[src/rtl/uart_cfg_pkg.sv]
// uart_cfg_pkg -- shared types and helpers for the configurable UART.
//   par_t      : parity mode (PAR_NONE / PAR_EVEN / PAR_ODD)
//   state_t    : frame FSM state, shared by the TX and RX engines
//   DBIT_SEL_* : dbit_sel codes; DBITS_* : the matching data-bit counts
//   dbits_decode / par_decode : turn the raw select inputs into counts/modes
package uart_cfg_pkg;

  typedef enum logic [1:0] {
    PAR_NONE = 2'd0,
    PAR_EVEN = 2'd1,
    PAR_ODD  = 2'd2
  } par_t;

  typedef enum logic [2:0] {
    ST_IDLE   = 3'd0,
    ST_START  = 3'd1,
    ST_DATA   = 3'd2,
    ST_PARITY = 3'd3,
    ST_STOP   = 3'd4
  } state_t;

  localparam logic [1:0] DBIT_SEL_5 = 2'b00;
  localparam logic [1:0] DBIT_SEL_6 = 2'b01;
  localparam logic [1:0] DBIT_SEL_7 = 2'b10;
  localparam logic [1:0] DBIT_SEL_8 = 2'b11;

  localparam logic [3:0] DBITS_5 = 4'd5;
  localparam logic [3:0] DBITS_6 = 4'd6;
  localparam logic [3:0] DBITS_7 = 4'd7;
  localparam logic [3:0] DBITS_8 = 4'd8;

  function automatic logic [3:0] dbits_decode(input logic [1:0] sel);
    case (sel)
      DBIT_SEL_5: return DBITS_5;
      DBIT_SEL_6: return DBITS_6;
      DBIT_SEL_7: return DBITS_7;
      default:    return DBITS_8;
    endcase
  endfunction

  // Code 11 is treated as "no parity", same as 00.
  function automatic par_t par_decode(input logic [1:0] sel);
    case (sel)
      2'b01:   return PAR_EVEN;
      2'b10:   return PAR_ODD;
      default: return PAR_NONE;
    endcase
  endfunction

endpackage

[src/rtl/uart_cfg_fifo.sv]
// uart_cfg_fifo -- first-word-fall-through FIFO with occupancy output.
//   clk, reset : clock, synchronous active-high reset
//   push/w_data: write request and data (ignored when full unless popping)
//   pop        : remove head (ignored when empty)
//   r_data     : current head, zero while empty
//   empty/full : status; level : entries held, 0 .. 2**ADDR_W
module uart_cfg_fifo #(
  parameter int WIDTH  = 8,
  parameter int ADDR_W = 4
) (
  input  logic              clk,
  input  logic              reset,
  input  logic              push,
  input  logic              pop,
  input  logic [WIDTH-1:0]  w_data,
  output logic [WIDTH-1:0]  r_data,
  output logic              empty,
  output logic              full,
  output logic [ADDR_W:0]   level
);

  localparam int DEPTH = 2 ** ADDR_W;
  localparam logic [ADDR_W:0] FULL_LVL = {1'b1, {ADDR_W{1'b0}}};

  logic [WIDTH-1:0]  mem [DEPTH];
  logic [ADDR_W-1:0] wr_ptr_reg, rd_ptr_reg;
  logic [ADDR_W:0]   level_reg, level_next;
  logic              push_ok, pop_ok;

  assign empty  = (level_reg == '0);
  assign full   = (level_reg == FULL_LVL);
  assign level  = level_reg;

  // A push on a full FIFO is accepted only when a pop frees a slot in the
  // same cycle; a pop on an empty FIFO never happens, so push-only wins there.
  assign pop_ok  = pop & ~empty;
  assign push_ok = push & (~full | pop_ok);

  // Head is read combinationally so the first word is visible immediately.
  assign r_data = empty ? '0 : mem[rd_ptr_reg];

  always_ff @(posedge clk) begin
    if (push_ok) mem[wr_ptr_reg] <= w_data;
  end

  always_comb begin
    level_next = level_reg;
    case ({push_ok, pop_ok})
      2'b10:   level_next = level_reg + 1'b1;
      2'b01:   level_next = level_reg - 1'b1;
      default: level_next = level_reg;
    endcase
  end

  // Pointers wrap naturally at their width.
  always_ff @(posedge clk) begin
    if (reset) begin
      wr_ptr_reg <= '0;
      rd_ptr_reg <= '0;
      level_reg  <= '0;
    end else begin
      if (push_ok) wr_ptr_reg <= wr_ptr_reg + 1'b1;
      if (pop_ok)  rd_ptr_reg <= rd_ptr_reg + 1'b1;
      level_reg <= level_next;
    end
  end

endmodule

[src/rtl/uart_cfg.sv]
// uart_cfg -- UART with runtime frame format (5-8 data bits, parity, 1/2 stop)
// and TX/RX FIFOs.
//   clk, reset        : clock, synchronous active-high reset
//   dvsr              : baud divisor, one oversample tick every dvsr+1 clocks
//   dbit_sel, par_sel, stop2 : frame format, latched at each frame start
//   rx / tx           : serial lines, idle high
//   rd_uart, r_data   : pop / head of RX FIFO (FWFT, unused high bits 0)
//   wr_uart, w_data   : push to TX FIFO
//   rx_empty, tx_full, rx_level, tx_level : FIFO status
//   parity_err, frame_err, overrun_err    : sticky flags, cleared by clr_err
// Build option: define UART_CFG_PARITY_EN to enable the parity bit; without it
// par_sel is ignored and parity_err is tied low.
module uart_cfg
  import uart_cfg_pkg::*;
#(
  parameter int FIFO_W  = 4,
  parameter int SB_TICK = 16
) (
  input  logic              clk,
  input  logic              reset,
  input  logic [20:0]       dvsr,
  input  logic [1:0]        dbit_sel,
  input  logic [1:0]        par_sel,
  input  logic              stop2,
  input  logic              rx,
  input  logic              rd_uart,
  input  logic              wr_uart,
  input  logic [7:0]        w_data,
  input  logic              clr_err,
  output logic              tx,
  output logic [7:0]        r_data,
  output logic              rx_empty,
  output logic              tx_full,
  output logic [FIFO_W:0]   rx_level,
  output logic [FIFO_W:0]   tx_level,
  output logic              parity_err,
  output logic              frame_err,
  output logic              overrun_err
);

  localparam int TW = $clog2(SB_TICK);
  localparam logic [TW-1:0] S_LAST = TW'(SB_TICK - 1);
  localparam logic [TW-1:0] S_HALF = TW'(SB_TICK / 2 - 1);

  // ---------------- baud tick ----------------
  logic [20:0] baud_cnt_reg, baud_cnt_next;
  logic        tick;

  // >= rather than == so a divisor lowered mid-count reloads at once.
  assign tick          = (baud_cnt_reg >= dvsr);
  assign baud_cnt_next = tick ? '0 : baud_cnt_reg + 21'd1;

  always_ff @(posedge clk) begin
    if (reset) baud_cnt_reg <= '0;
    else       baud_cnt_reg <= baud_cnt_next;
  end

  // ---------------- configuration ----------------
  par_t       par_eff;
  logic       parity_err_reg;
  logic [3:0] dbits_ld;
  assign dbits_ld = dbits_decode(dbit_sel);

`ifdef UART_CFG_PARITY_EN
  assign par_eff    = par_decode(par_sel);
  assign parity_err = parity_err_reg;
`else
  logic unused_par;
  assign par_eff    = PAR_NONE;
  assign parity_err = 1'b0;
  assign unused_par = ^{par_sel, parity_err_reg};
`endif

  // ---------------- TX ----------------
  logic       tx_empty, tx_done;
  logic [7:0] tx_head, tx_mask, tx_ld_data;
  logic       tx_ld_pbit;

  uart_cfg_fifo #(.WIDTH(8), .ADDR_W(FIFO_W)) u_tx_fifo (
    .clk    (clk),
    .reset  (reset),
    .push   (wr_uart),
    .pop    (tx_done),
    .w_data (w_data),
    .r_data (tx_head),
    .empty  (tx_empty),
    .full   (tx_full),
    .level  (tx_level)
  );

  // Only the selected number of low bits is transmitted.
  for (genvar gi = 0; gi < 8; gi++) begin : g_tx_mask
    assign tx_mask[gi] = (4'(gi) < dbits_ld);
  end
  assign tx_ld_data = tx_head & tx_mask;
  assign tx_ld_pbit = (^tx_ld_data) ^ (par_eff == PAR_ODD);

  state_t     tx_state_reg, tx_state_next;
  logic [TW-1:0] tx_s_reg, tx_s_next;
  logic [2:0] tx_n_reg, tx_n_next;
  logic [7:0] tx_b_reg, tx_b_next;
  logic [3:0] tx_dbits_reg, tx_dbits_next;
  par_t       tx_par_reg, tx_par_next;
  logic       tx_stop2_reg, tx_stop2_next;
  logic       tx_second_reg, tx_second_next;
  logic       tx_pbit_reg, tx_pbit_next;

  always_ff @(posedge clk) begin
    if (reset) begin
      tx_state_reg  <= ST_IDLE;
      tx_s_reg      <= '0;
      tx_n_reg      <= '0;
      tx_b_reg      <= '0;
      tx_dbits_reg  <= DBITS_8;
      tx_par_reg    <= PAR_NONE;
      tx_stop2_reg  <= 1'b0;
      tx_second_reg <= 1'b0;
      tx_pbit_reg   <= 1'b0;
    end else begin
      tx_state_reg  <= tx_state_next;
      tx_s_reg      <= tx_s_next;
      tx_n_reg      <= tx_n_next;
      tx_b_reg      <= tx_b_next;
      tx_dbits_reg  <= tx_dbits_next;
      tx_par_reg    <= tx_par_next;
      tx_stop2_reg  <= tx_stop2_next;
      tx_second_reg <= tx_second_next;
      tx_pbit_reg   <= tx_pbit_next;
    end
  end

  always_comb begin
    tx_state_next  = tx_state_reg;
    tx_s_next      = tx_s_reg;
    tx_n_next      = tx_n_reg;
    tx_b_next      = tx_b_reg;
    tx_dbits_next  = tx_dbits_reg;
    tx_par_next    = tx_par_reg;
    tx_stop2_next  = tx_stop2_reg;
    tx_second_next = tx_second_reg;
    tx_pbit_next   = tx_pbit_reg;
    case (tx_state_reg)
      ST_IDLE: begin
        // The head stays in the FIFO until the last stop bit has gone out.
        if (!tx_empty) begin
          tx_state_next  = ST_START;
          tx_s_next      = '0;
          tx_n_next      = '0;
          tx_b_next      = tx_ld_data;
          tx_dbits_next  = dbits_ld;
          tx_par_next    = par_eff;
          tx_stop2_next  = stop2;
          tx_second_next = 1'b0;
          tx_pbit_next   = tx_ld_pbit;
        end
      end
      ST_START: begin
        if (tick) begin
          if (tx_s_reg == S_LAST) begin
            tx_state_next = ST_DATA;
            tx_s_next     = '0;
          end else begin
            tx_s_next = tx_s_reg + 1'b1;
          end
        end
      end
      ST_DATA: begin
        if (tick) begin
          if (tx_s_reg == S_LAST) begin
            tx_s_next = '0;
            tx_b_next = tx_b_reg >> 1;
            if (tx_n_reg == 3'(tx_dbits_reg - 4'd1))
              tx_state_next = (tx_par_reg != PAR_NONE) ? ST_PARITY : ST_STOP;
            else
              tx_n_next = tx_n_reg + 1'b1;
          end else begin
            tx_s_next = tx_s_reg + 1'b1;
          end
        end
      end
      ST_PARITY: begin
        if (tick) begin
          if (tx_s_reg == S_LAST) begin
            tx_state_next = ST_STOP;
            tx_s_next     = '0;
          end else begin
            tx_s_next = tx_s_reg + 1'b1;
          end
        end
      end
      ST_STOP: begin
        if (tick) begin
          if (tx_s_reg == S_LAST) begin
            tx_s_next = '0;
            if (tx_stop2_reg && !tx_second_reg) tx_second_next = 1'b1;
            else                                tx_state_next  = ST_IDLE;
          end else begin
            tx_s_next = tx_s_reg + 1'b1;
          end
        end
      end
      default: tx_state_next = ST_IDLE;
    endcase
  end

  always_comb begin
    tx      = 1'b1;
    tx_done = 1'b0;
    case (tx_state_reg)
      ST_START:  tx = 1'b0;
      ST_DATA:   tx = tx_b_reg[0];
      ST_PARITY: tx = tx_pbit_reg;
      ST_STOP: begin
        tx      = 1'b1;
        tx_done = tick && (tx_s_reg == S_LAST) && !(tx_stop2_reg && !tx_second_reg);
      end
      default:   tx = 1'b1;
    endcase
  end

  // ---------------- RX ----------------
  // Two-flop synchroniser plus one delayed copy for falling-edge detection.
  logic rx_meta_reg, rx_sync_reg, rx_prev_reg, rx_fall;
  assign rx_fall = rx_prev_reg & ~rx_sync_reg;

  always_ff @(posedge clk) begin
    if (reset) begin
      rx_meta_reg <= 1'b1;
      rx_sync_reg <= 1'b1;
      rx_prev_reg <= 1'b1;
    end else begin
      rx_meta_reg <= rx;
      rx_sync_reg <= rx_meta_reg;
      rx_prev_reg <= rx_sync_reg;
    end
  end

  state_t     rx_state_reg, rx_state_next;
  logic [TW-1:0] rx_s_reg, rx_s_next;
  logic [2:0] rx_n_reg, rx_n_next;
  logic [7:0] rx_b_reg, rx_b_next;
  logic [3:0] rx_dbits_reg, rx_dbits_next;
  par_t       rx_par_reg, rx_par_next;
  logic       rx_stop2_reg, rx_stop2_next;
  logic       rx_second_reg, rx_second_next;
  logic       rx_perr_reg, rx_perr_next;
  logic       rx_ferr_reg, rx_ferr_next;
  logic       rx_done, rx_first_ferr, rx_full, rx_push, rx_par_exp;

  assign rx_par_exp = (^rx_b_reg) ^ (rx_par_reg == PAR_ODD);

  always_ff @(posedge clk) begin
    if (reset) begin
      rx_state_reg  <= ST_IDLE;
      rx_s_reg      <= '0;
      rx_n_reg      <= '0;
      rx_b_reg      <= '0;
      rx_dbits_reg  <= DBITS_8;
      rx_par_reg    <= PAR_NONE;
      rx_stop2_reg  <= 1'b0;
      rx_second_reg <= 1'b0;
      rx_perr_reg   <= 1'b0;
      rx_ferr_reg   <= 1'b0;
    end else begin
      rx_state_reg  <= rx_state_next;
      rx_s_reg      <= rx_s_next;
      rx_n_reg      <= rx_n_next;
      rx_b_reg      <= rx_b_next;
      rx_dbits_reg  <= rx_dbits_next;
      rx_par_reg    <= rx_par_next;
      rx_stop2_reg  <= rx_stop2_next;
      rx_second_reg <= rx_second_next;
      rx_perr_reg   <= rx_perr_next;
      rx_ferr_reg   <= rx_ferr_next;
    end
  end

  always_comb begin
    rx_state_next  = rx_state_reg;
    rx_s_next      = rx_s_reg;
    rx_n_next      = rx_n_reg;
    rx_b_next      = rx_b_reg;
    rx_dbits_next  = rx_dbits_reg;
    rx_par_next    = rx_par_reg;
    rx_stop2_next  = rx_stop2_reg;
    rx_second_next = rx_second_reg;
    rx_perr_next   = rx_perr_reg;
    rx_ferr_next   = rx_first_ferr;
    case (rx_state_reg)
      ST_IDLE: begin
        if (rx_fall) begin
          rx_state_next  = ST_START;
          rx_s_next      = '0;
          rx_n_next      = '0;
          rx_b_next      = '0;
          rx_dbits_next  = dbits_ld;
          rx_par_next    = par_eff;
          rx_stop2_next  = stop2;
          rx_second_next = 1'b0;
          rx_perr_next   = 1'b0;
          rx_ferr_next   = 1'b0;
        end
      end
      ST_START: begin
        // Half a bit in: still low means a real start bit, high was a glitch.
        // Restarting the count here puts every later sample mid-bit.
        if (tick) begin
          if (rx_s_reg == S_HALF) begin
            rx_s_next     = '0;
            rx_state_next = rx_sync_reg ? ST_IDLE : ST_DATA;
          end else begin
            rx_s_next = rx_s_reg + 1'b1;
          end
        end
      end
      ST_DATA: begin
        if (tick) begin
          if (rx_s_reg == S_LAST) begin
            rx_s_next           = '0;
            rx_b_next[rx_n_reg] = rx_sync_reg;
            if (rx_n_reg == 3'(rx_dbits_reg - 4'd1))
              rx_state_next = (rx_par_reg != PAR_NONE) ? ST_PARITY : ST_STOP;
            else
              rx_n_next = rx_n_reg + 1'b1;
          end else begin
            rx_s_next = rx_s_reg + 1'b1;
          end
        end
      end
      ST_PARITY: begin
        if (tick) begin
          if (rx_s_reg == S_LAST) begin
            rx_s_next     = '0;
            rx_perr_next  = (rx_sync_reg != rx_par_exp);
            rx_state_next = ST_STOP;
          end else begin
            rx_s_next = rx_s_reg + 1'b1;
          end
        end
      end
      ST_STOP: begin
        if (tick) begin
          if (rx_s_reg == S_LAST) begin
            rx_s_next = '0;
            if (rx_stop2_reg && !rx_second_reg) rx_second_next = 1'b1;
            else                                rx_state_next  = ST_IDLE;
          end else begin
            rx_s_next = rx_s_reg + 1'b1;
          end
        end
      end
      default: rx_state_next = ST_IDLE;
    endcase
  end

  // Only the first stop bit is checked; a second stop bit merely delays
  // completion of the character.
  always_comb begin
    rx_done       = 1'b0;
    rx_first_ferr = rx_ferr_reg;
    if (rx_state_reg == ST_STOP && tick && rx_s_reg == S_LAST) begin
      if (!rx_second_reg) rx_first_ferr = ~rx_sync_reg;
      rx_done = !(rx_stop2_reg && !rx_second_reg);
    end
  end

  // A character completing into a full FIFO is dropped, not overwritten.
  assign rx_push = rx_done & ~rx_full;

  uart_cfg_fifo #(.WIDTH(8), .ADDR_W(FIFO_W)) u_rx_fifo (
    .clk    (clk),
    .reset  (reset),
    .push   (rx_push),
    .pop    (rd_uart),
    .w_data (rx_b_reg),
    .r_data (r_data),
    .empty  (rx_empty),
    .full   (rx_full),
    .level  (rx_level)
  );

  // ---------------- sticky error flags (set beats clear) ----------------
  logic frame_err_reg, overrun_err_reg;
  assign frame_err   = frame_err_reg;
  assign overrun_err = overrun_err_reg;

  always_ff @(posedge clk) begin
    if (reset) begin
      parity_err_reg  <= 1'b0;
      frame_err_reg   <= 1'b0;
      overrun_err_reg <= 1'b0;
    end else begin
      if (rx_done && rx_perr_reg)   parity_err_reg  <= 1'b1;
      else if (clr_err)             parity_err_reg  <= 1'b0;
      if (rx_done && rx_first_ferr) frame_err_reg   <= 1'b1;
      else if (clr_err)             frame_err_reg   <= 1'b0;
      if (rx_done && rx_full)       overrun_err_reg <= 1'b1;
      else if (clr_err)             overrun_err_reg <= 1'b0;
    end
  end

endmodule

[config.mk]
export PLATFORM = sky130hd
export DESIGN_NAME = uart_cfg
export DESIGN_NICKNAME = d
export VERILOG_FILES = /design/src/rtl/uart_cfg_pkg.sv /design/src/rtl/uart_cfg_fifo.sv /design/src/rtl/uart_cfg.sv
export SDC_FILE = /design/constraint.sdc
export NUM_CORES = 1
export LEC_CHECK = 0
export CAP_MARGIN = 20
export CELL_PAD_IN_SITES_DETAIL_PLACEMENT = 0
export CELL_PAD_IN_SITES_GLOBAL_PLACEMENT = 1
export CORE_MARGIN = 2
export CORE_UTILIZATION = 30
export CTS_BUF_LIST = sky130_fd_sc_hd__clkbuf_4 sky130_fd_sc_hd__clkbuf_8 sky130_fd_sc_hd__clkbuf_16
export CTS_CLUSTER_DIAMETER = 120
export DETAILED_ROUTE_END_ITERATION = 12
export PLACE_DENSITY_LB_ADDON = 0.1
export SYNTH_ARGS = -nofsm -noshare
export SYNTH_HDL_FRONTEND = slang
export SYNTH_HIERARCHICAL = 1
export SYNTH_SLANG_ARGS = --single-unit
[constraint.sdc]
create_clock -name clk -period 4.2 [get_ports clk]
set_clock_uncertainty 0.15 [all_clocks]
set_input_delay 0.42 -clock clk [delete_from_list [all_inputs] [get_ports clk]]
set_output_delay 0.42 -clock clk [all_outputs]
set_load 0.02 [all_outputs]
Word level (Yosys, flattened, before mapping)
Memories as Yosys holds them, arrays and structs flattened. A register that Yosys moved wholly into a read port is not among the register bits.
Cells that the tools add are included.
{ "op_classes": {"n_reduce_logical": 44, "magnitude_cmp": 11, "eq_ne": 49, "mux": 89, "bitwise": 14, "addsub": 15} }
{ "op_table": {"columns": ["op", "count"], "rows": [
  ["$mux 3", 30],
  ["$mux 8", 8],
  ["$ne 2x2->1 const B", 26],
  ["$mux 4", 12],
  ["$pmux 8 s2", 2],
  ["$pmux 3 s5", 2],
  ["$add 4x1->4 const B", 6],
  ["$pmux 4 s3", 2],
  ["$mux 1", 22],
  ["$reduce_and 11->1", 2],
  ["$add 21x1->21 const B", 1],
  ["$ge 21x21->1", 1],
  ["$pmux 5 s2", 2],
  ["$reduce_and 5->1", 4],
  ["$reduce_bool 2->1", 9],
  ["$lt 3x4->1 const A", 4],
  ["$eq 3x2->1 const B", 4],
  ["$pmux 3 s2", 2],
  ["$reduce_and 4->1", 3],
  ["$add 5x1->5 const B", 2],
  ["$eq 5x5->1 const B", 2],
  ["$logic_not 5->1", 2],
  ["$sub 5x1->5 const B", 2],
  ["$logic_and 1x1->1", 9],
  ["other kinds (34)", 63]
]} }
{ "word_totals": {"elab_cells": 252, "n_memories": 2, "ramBits": 256, "ff_bits": 100, "out_inout_bits": 24} }
{ "mem_list": {"columns": ["name", "depth", "word_bits", "read_ports", "rd_ports_with_merged_regs", "write_ports", "line", "text"], "rows": [
  ["u_rx_fifo.mem", 16, 8, 1, 1, 1, "uart_cfg_fifo.sv:25", "logic [WIDTH-1:0] mem [DEPTH];"],
  ["u_tx_fifo.mem", 16, 8, 1, 1, 1, "uart_cfg_fifo.sv:25", null]
]} }

Logic depth before layout (Yosys ltp)
{ "depth": {"ltp_word": 10, "mapped_depth": 18, "ltp_nobuf": 17} }

Modules after synthesis
Netlist, hierarchy kept.
{ "by_module_without_submodules": {"columns": ["module", "cells_per_inst", "instances", "area_per_inst_um2"], "rows": [
  ["uart_cfg_fifo (u_rx_fifo)", 332, 1, 5997.0],
  ["uart_cfg_fifo (u_tx_fifo)", 333, 1, 5969.5],
  ["uart_cfg", 517, 1, 4245.3]
]} }

Worst setup path after synthesis
OpenSTA, ideal clock, no wires.
{ "synth_path": {"kind": "input-to-reg", "startpoint": "input port dvsr[19]", "endpoint": "register u_rx_fifo.level_reg[4], in the netlist u_rx_fifo/level[4]", "path_buffers": 1, "setup_ns": 0.079, "cell_stages": 18, "setup_slack_ns": -0.114, "required_time_ns": 3.971, "t_arrival_ns": 4.085, "path_cell_list": "inv_1 -> ha_1 -> and4_4 -> nand2_4 -> nor4_4 -> a211oi_2 -> nor4_1 -> nor2b_1 -> a21boi_2 -> inv_1 -> ha_1 -> clkbuf_1 -> xor2_1 -> ha_1 -> a211o_1 -> a2111oi_0 -> a31oi_1 -> o211ai_1"} }
{ "synth_via": {"elab_chain_len": 8, "word_cells_on_any_way": 10} }
{ "synth_rtl": {"columns": ["element", "line", "text"], "rows": [
  ["start: declaration", "uart_cfg.sv:21", "input logic [20:0] dvsr,"],
  ["$ge 21x21->1 *", "uart_cfg.sv:50", "assign tick = (baud_cnt_reg >= dvsr);"],
  ["$logic_and 1x1->1 * (2 in a row)", "uart_cfg.sv:361", "if (rx_state_reg == ST_STOP && tick && rx_s_reg == S_LAST) begin"],
  ["$mux 1 *", "uart_cfg.sv:361", null],
  ["$and 1x1->1 *", "uart_cfg.sv:368", "assign rx_push = rx_done & ~rx_full;"],
  ["via rx_push", "uart_cfg.sv:248", "logic rx_done, rx_first_ferr, rx_full, rx_push, rx_par_exp;"],
  ["$and 1x1->1 *", "uart_cfg_fifo.sv:37", "assign push_ok = push & (~full | pop_ok);"],
  ["$eq 2x1->1 / $eq 2x2->1 (equally long branches)", "uart_cfg_fifo.sv:48", "case ({push_ok, pop_ok})"],
  ["$pmux 5 s2 / $reduce_bool 2->1 (equally long branches)", null, null],
  ["end signal: assignment", "uart_cfg_fifo.sv:64", "level_reg <= level_next;"],
  ["end: declaration", "uart_cfg_fifo.sv:27", "logic [ADDR_W:0] level_reg, level_next;"]
]} }
Mark *: on every way through the listed nets, which the timed path passes. The rest lies on a longest branch.
A chain may end at the register's enable or synchronous reset.

Final worst setup path
{ "layout_path": {"startpoint": "input port dvsr[6]", "endpoint": "register u_tx_fifo.level_reg[4], in the netlist u_tx_fifo/level[4]"} }
{ "layout_via": {"elab_chain_len": 9, "word_cells_on_any_way": 11} }
{ "layout_rtl": {"columns": ["element", "line", "text"], "rows": [
  ["$ge 21x21->1 *", "uart_cfg.sv:50", null],
  ["$logic_and 1x1->1 * (2 in a row)", "uart_cfg.sv:215", "tx_done = tick && (tx_s_reg == S_LAST) && !(tx_stop2_reg && !tx_second_reg);"],
  ["$mux 1 *", "uart_cfg.sv:209", "case (tx_state_reg)"],
  ["via tx_done", "uart_cfg.sv:75", "logic tx_empty, tx_done;"],
  ["$and 1x1->1 *", "uart_cfg_fifo.sv:36", "assign pop_ok = pop & ~empty;"],
  ["$or 1x1->1", "uart_cfg_fifo.sv:37", null],
  ["$and 1x1->1", "uart_cfg_fifo.sv:37", null],
  ["$eq 2x1->1 / $eq 2x2->1 (equally long branches)", "uart_cfg_fifo.sv:48", null],
  ["$pmux 5 s2 / $reduce_bool 2->1 (equally long branches)", null, null],
  ["end signal: assignment", "uart_cfg_fifo.sv:64", null],
  ["end: declaration", "uart_cfg_fifo.sv:27", null]
]} }
Marks and branches as above.

==> flow_metrics.py <==
metrics = {
    "status": {
        "status": "completed",
    },
    "timing": {
        "rsz0062_at_grt": "false",
        "slew_headroom_pct": 39.05,
        "max_slew.worst_pin.slew_ns": 0.9109,
        "hold_ws_ns": 0.2004,
        "max_freq_mhz": 254.4,
        "finalHoldViolCount": 0,
        "period_minus_slack_ns": 3.930,
        "min_period_over_period_pct": 93.58,
        "slew_viol_final": 0,
        "setup-tns-final_ns": 0,
        "setup_viol": 0,
    },
    "logic_synthesis": {
        "syn_avg_cell_area_um2": 13.72,
        "async_reset_ff_share_pct": 0,
        "synth_top_area_cell": "edfxtp_1",
        "synthAdderAreaFrac_pct": 3.905,
        "synth_cells": 1182,
        "synth-edff-count": 256,
        "synthesis.nets": 1272,
        "synth_compound_area_share_pct": 8.304,
        "synth_simple_gate_area_share_pct": 9.933,
        "synth_top_family_by_area": "multiplexers",
        "ys_seq_area_share_pct": 60.75,
        "ys_ff_latch": 364,
        "yosysWarnings": 6,
        "synth.mux.area_fraction_pct": 11.34,
        "synth_top_area_share_pct": 47.42,
        "synth_xor_area_share_pct": 2.431,
        "synthTopCellsByArea": "edfxtp_1, dfxtp_1, mux4_2",
        "synthFlopType": "edfxtp_1",
        "synth_area_um2": 16210,
        "synth_cell_type_count": 87,
    },
    "route": {
        "drt_wl_total_um": 38740,
        "top_layer": "met4",
        "dr.first_iter.drc_count": 489,
        "ant_nets": 0,
        "route.met2.wl_um": 18990,
        "drc": 0,
        "viasPerCell": 4.799,
        "first_pass_iters": 4,
        "vias": 9727,
        "wl_met1_um": 17690,
        "wire_per_inst_um": 19.11,
        "dr_wl_met3_um": 1420,
    },
    "run": {
        "maxCapViolCount": 0,
    },
    "critical_path": {
        "path_cells": "clkdlybuf4s50_1 -> inv_1 -> ha_1 -> a21o_1 -> a21o_1 -> a221o_1 -> a211oi_4 -> nor2_1 -> nand3_1 -> nor2_1 -> nor2b_1 -> o21ai_4 -> inv_2 -> ha_1 -> o2bb2ai_1 -> a2111oi_0 -> or4_1",
        "arrival_ns": 4.22,
        "required_ns": 4.49,
        "rr_worst_depth": 16,
        "crit_end": "u_tx_fifo/level[4]",
        "crit_type": "input pin to flop",
        "setup.worst_path.start": "dvsr[6]",
        "startpoint_type": "input pin",
        "reg2reg_slack_ns": 0.28,
        "r2r_end": "u_tx_fifo/level[4]",
        "slowest_stage": "or4_1",
        "cp_max_fo": 3,
        "cpPeakStageDelay_ns": 0.55,
        "worstSetupEndpointType": "flop",
        "r2r_start": "baud_cnt_reg[0]",
    },
    "clocking": {
        "cts_setup_buffers": 0,
        "cts_hold_buf": 0,
        "cts_tree": "done",
        "cts.htree.levels": 2,
        "cts_max_path_buffers": 3,
        "clk_pin_slew_ns": 0.06,
        "clk_latency_ns": 0.56,
        "cts_sinks": 364,
        "cts_root_buf": "clkbuf_16",
        "cts_buffers": 44,
    },
    "min_path": {
        "hold_class": "input pin to flop",
        "worstHoldStart": "reset",
    },
    "cells_and_area": {
        "num-nets-final": 1387,
        "drive_gt1_share_pct": 18.63,
        "fin_util_pct": 36.46,
        "final_cell_mix": "edfxtp_1, dfxtp_1, nor2_1",
        "finalNonFillerCells": 2027,
        "n_antenna_cell": 0,
        "final_common_cell": "edfxtp_1",
        "n_fill_cell": 5194,
        "syn_to_final_growth_pct": 20.54,
    },
    "floorplanning": {
        "core_area_um2": 53600,
        "rows": 85,
        "ios": 64,
        "start_util_pct": 30.25,
        "die_x_um": 236.5,
        "die_area_um2": 55920,
        "die_y_um": 236.5,
    },
    "pwr": {
        "p_leak_nw": 6.709,
        "p_per_area_nw_per_um2": 421.4,
        "ir_drop_uv": 277.1,
        "p_total_mw": 8.235,
    },
    "placed_design": {
        "portBuffers": 60,
        "place.gp.congestion": 0.7362,
        "hpwlAfterDp_um": 25460,
        "dp.cells": 1947,
    },
    "grt": {
        "grt_max_degree": 54,
        "grt_pass1_wl_um": 60580,
        "grt_pass1_vias": 10155,
        "grt.total_usage_pct": 14.06,
        "overflow": 0,
        "antenna_found_initial": 0,
    },
}
==> how the worst min path moves through the flow <==
stage                              endpoint  slack, ns  cells past startpoint
detailed placement              rx_sync_reg       0.26                      1
CTS                 u_tx_fifo/wr_ptr_reg[0]       0.18                      2
global placement                rx_sync_reg       0.25                      1
global route        u_tx_fifo/wr_ptr_reg[2]       0.22                      2
finish                          tx_s_reg[1]       0.20                      2
floorplan                       rx_sync_reg       0.24                      1
==> kinds of logic after synthesis <==
logic type / count (synthesis)
XOR/XNOR: 45
other: 1
AND/OR/NAND/NOR: 311
flip-flops: 364
AO/OA/AOI/OAI: 191
adder cells (fa/ha/maj): 50
buffers and inverters: 120
multiplexers: 100
==> what timing repair did <==
| item | in CTS | in global routing |
|---|---|---|
| endpoints found under the hold margin | 0 | 0 |
| gates resized for setup | 0 | 7 |
| setup endpoints to repair | 0 | 67 |
==> layout make-up <==
cell class | instances | area, µm² | area share (%)
inverters | 57 | 214.0 | 1.095
multi-input cells | 698 | 5884 | 30.11
clock buffers | 63 | 1297 | 6.640
flip-flops and latches | 364 | 9853 | 50.42
repair buffers | 132 | 1276 | 6.531
clock inverters | 17 | 145.1 | 0.7427
well taps | 696 | 870.8 | 4.456
==> synthesized netlist by cell type (25+ instances only) <==
library cell / n
mux4_2: 55
mux2i_1: 34
nor2b_1: 27
edfxtp_1: 256
o21ai_0: 25
nor2_1: 96
a21oi_1: 47
clkbuf_1: 30
dfxtp_1: 108
xor2_1: 25
ha_1: 49
nand3_1: 31
nand2_1: 44
inv_1: 56
a211oi_1: 47
==> through the flow <==
| step | instance area [µm²] | setup slack, ns |
|---|---|---|
| floorplan | 16230 | 0.01067 |
| global placement | 18060 | -0.5175 |
| detailed placement | 18060 | -0.5871 |
| CTS | 19510 | 0.01112 |
| global route | 19540 | 0.003527 |
| finish | 19540 | 0.2696 |
==> layer usage <==
layer,GRT usage [%],up-vias
met5,0,-
met4,3.759,0
met2,24.14,112
li1,-,4724
met3,2.320,41
met1,18.40,4850
==> critical path: cells and delay by family <==
| kind | cells | cell delay (ns) |
|---|---|---|
| buffers and inverters | 3 | 0.56 |
| AOI/OAI and AO/OA | 7 | 1.62 |
| and+or+nand+nor | 5 | 1.03 |
| adders and majority gates | 2 | 0.60 |
==> power by group <==
group / total [mW] / internal (mW) / switching, mW / leakage [nW]
clock: 3.76 / 2.27 / 1.49 / 0.725
combinational: 0.549 / 0.225 / 0.324 / 2.69
sequential: 3.92 / 3.88 / 0.0438 / 3.29
Note: power is estimated with default switching activity, not from simulation.
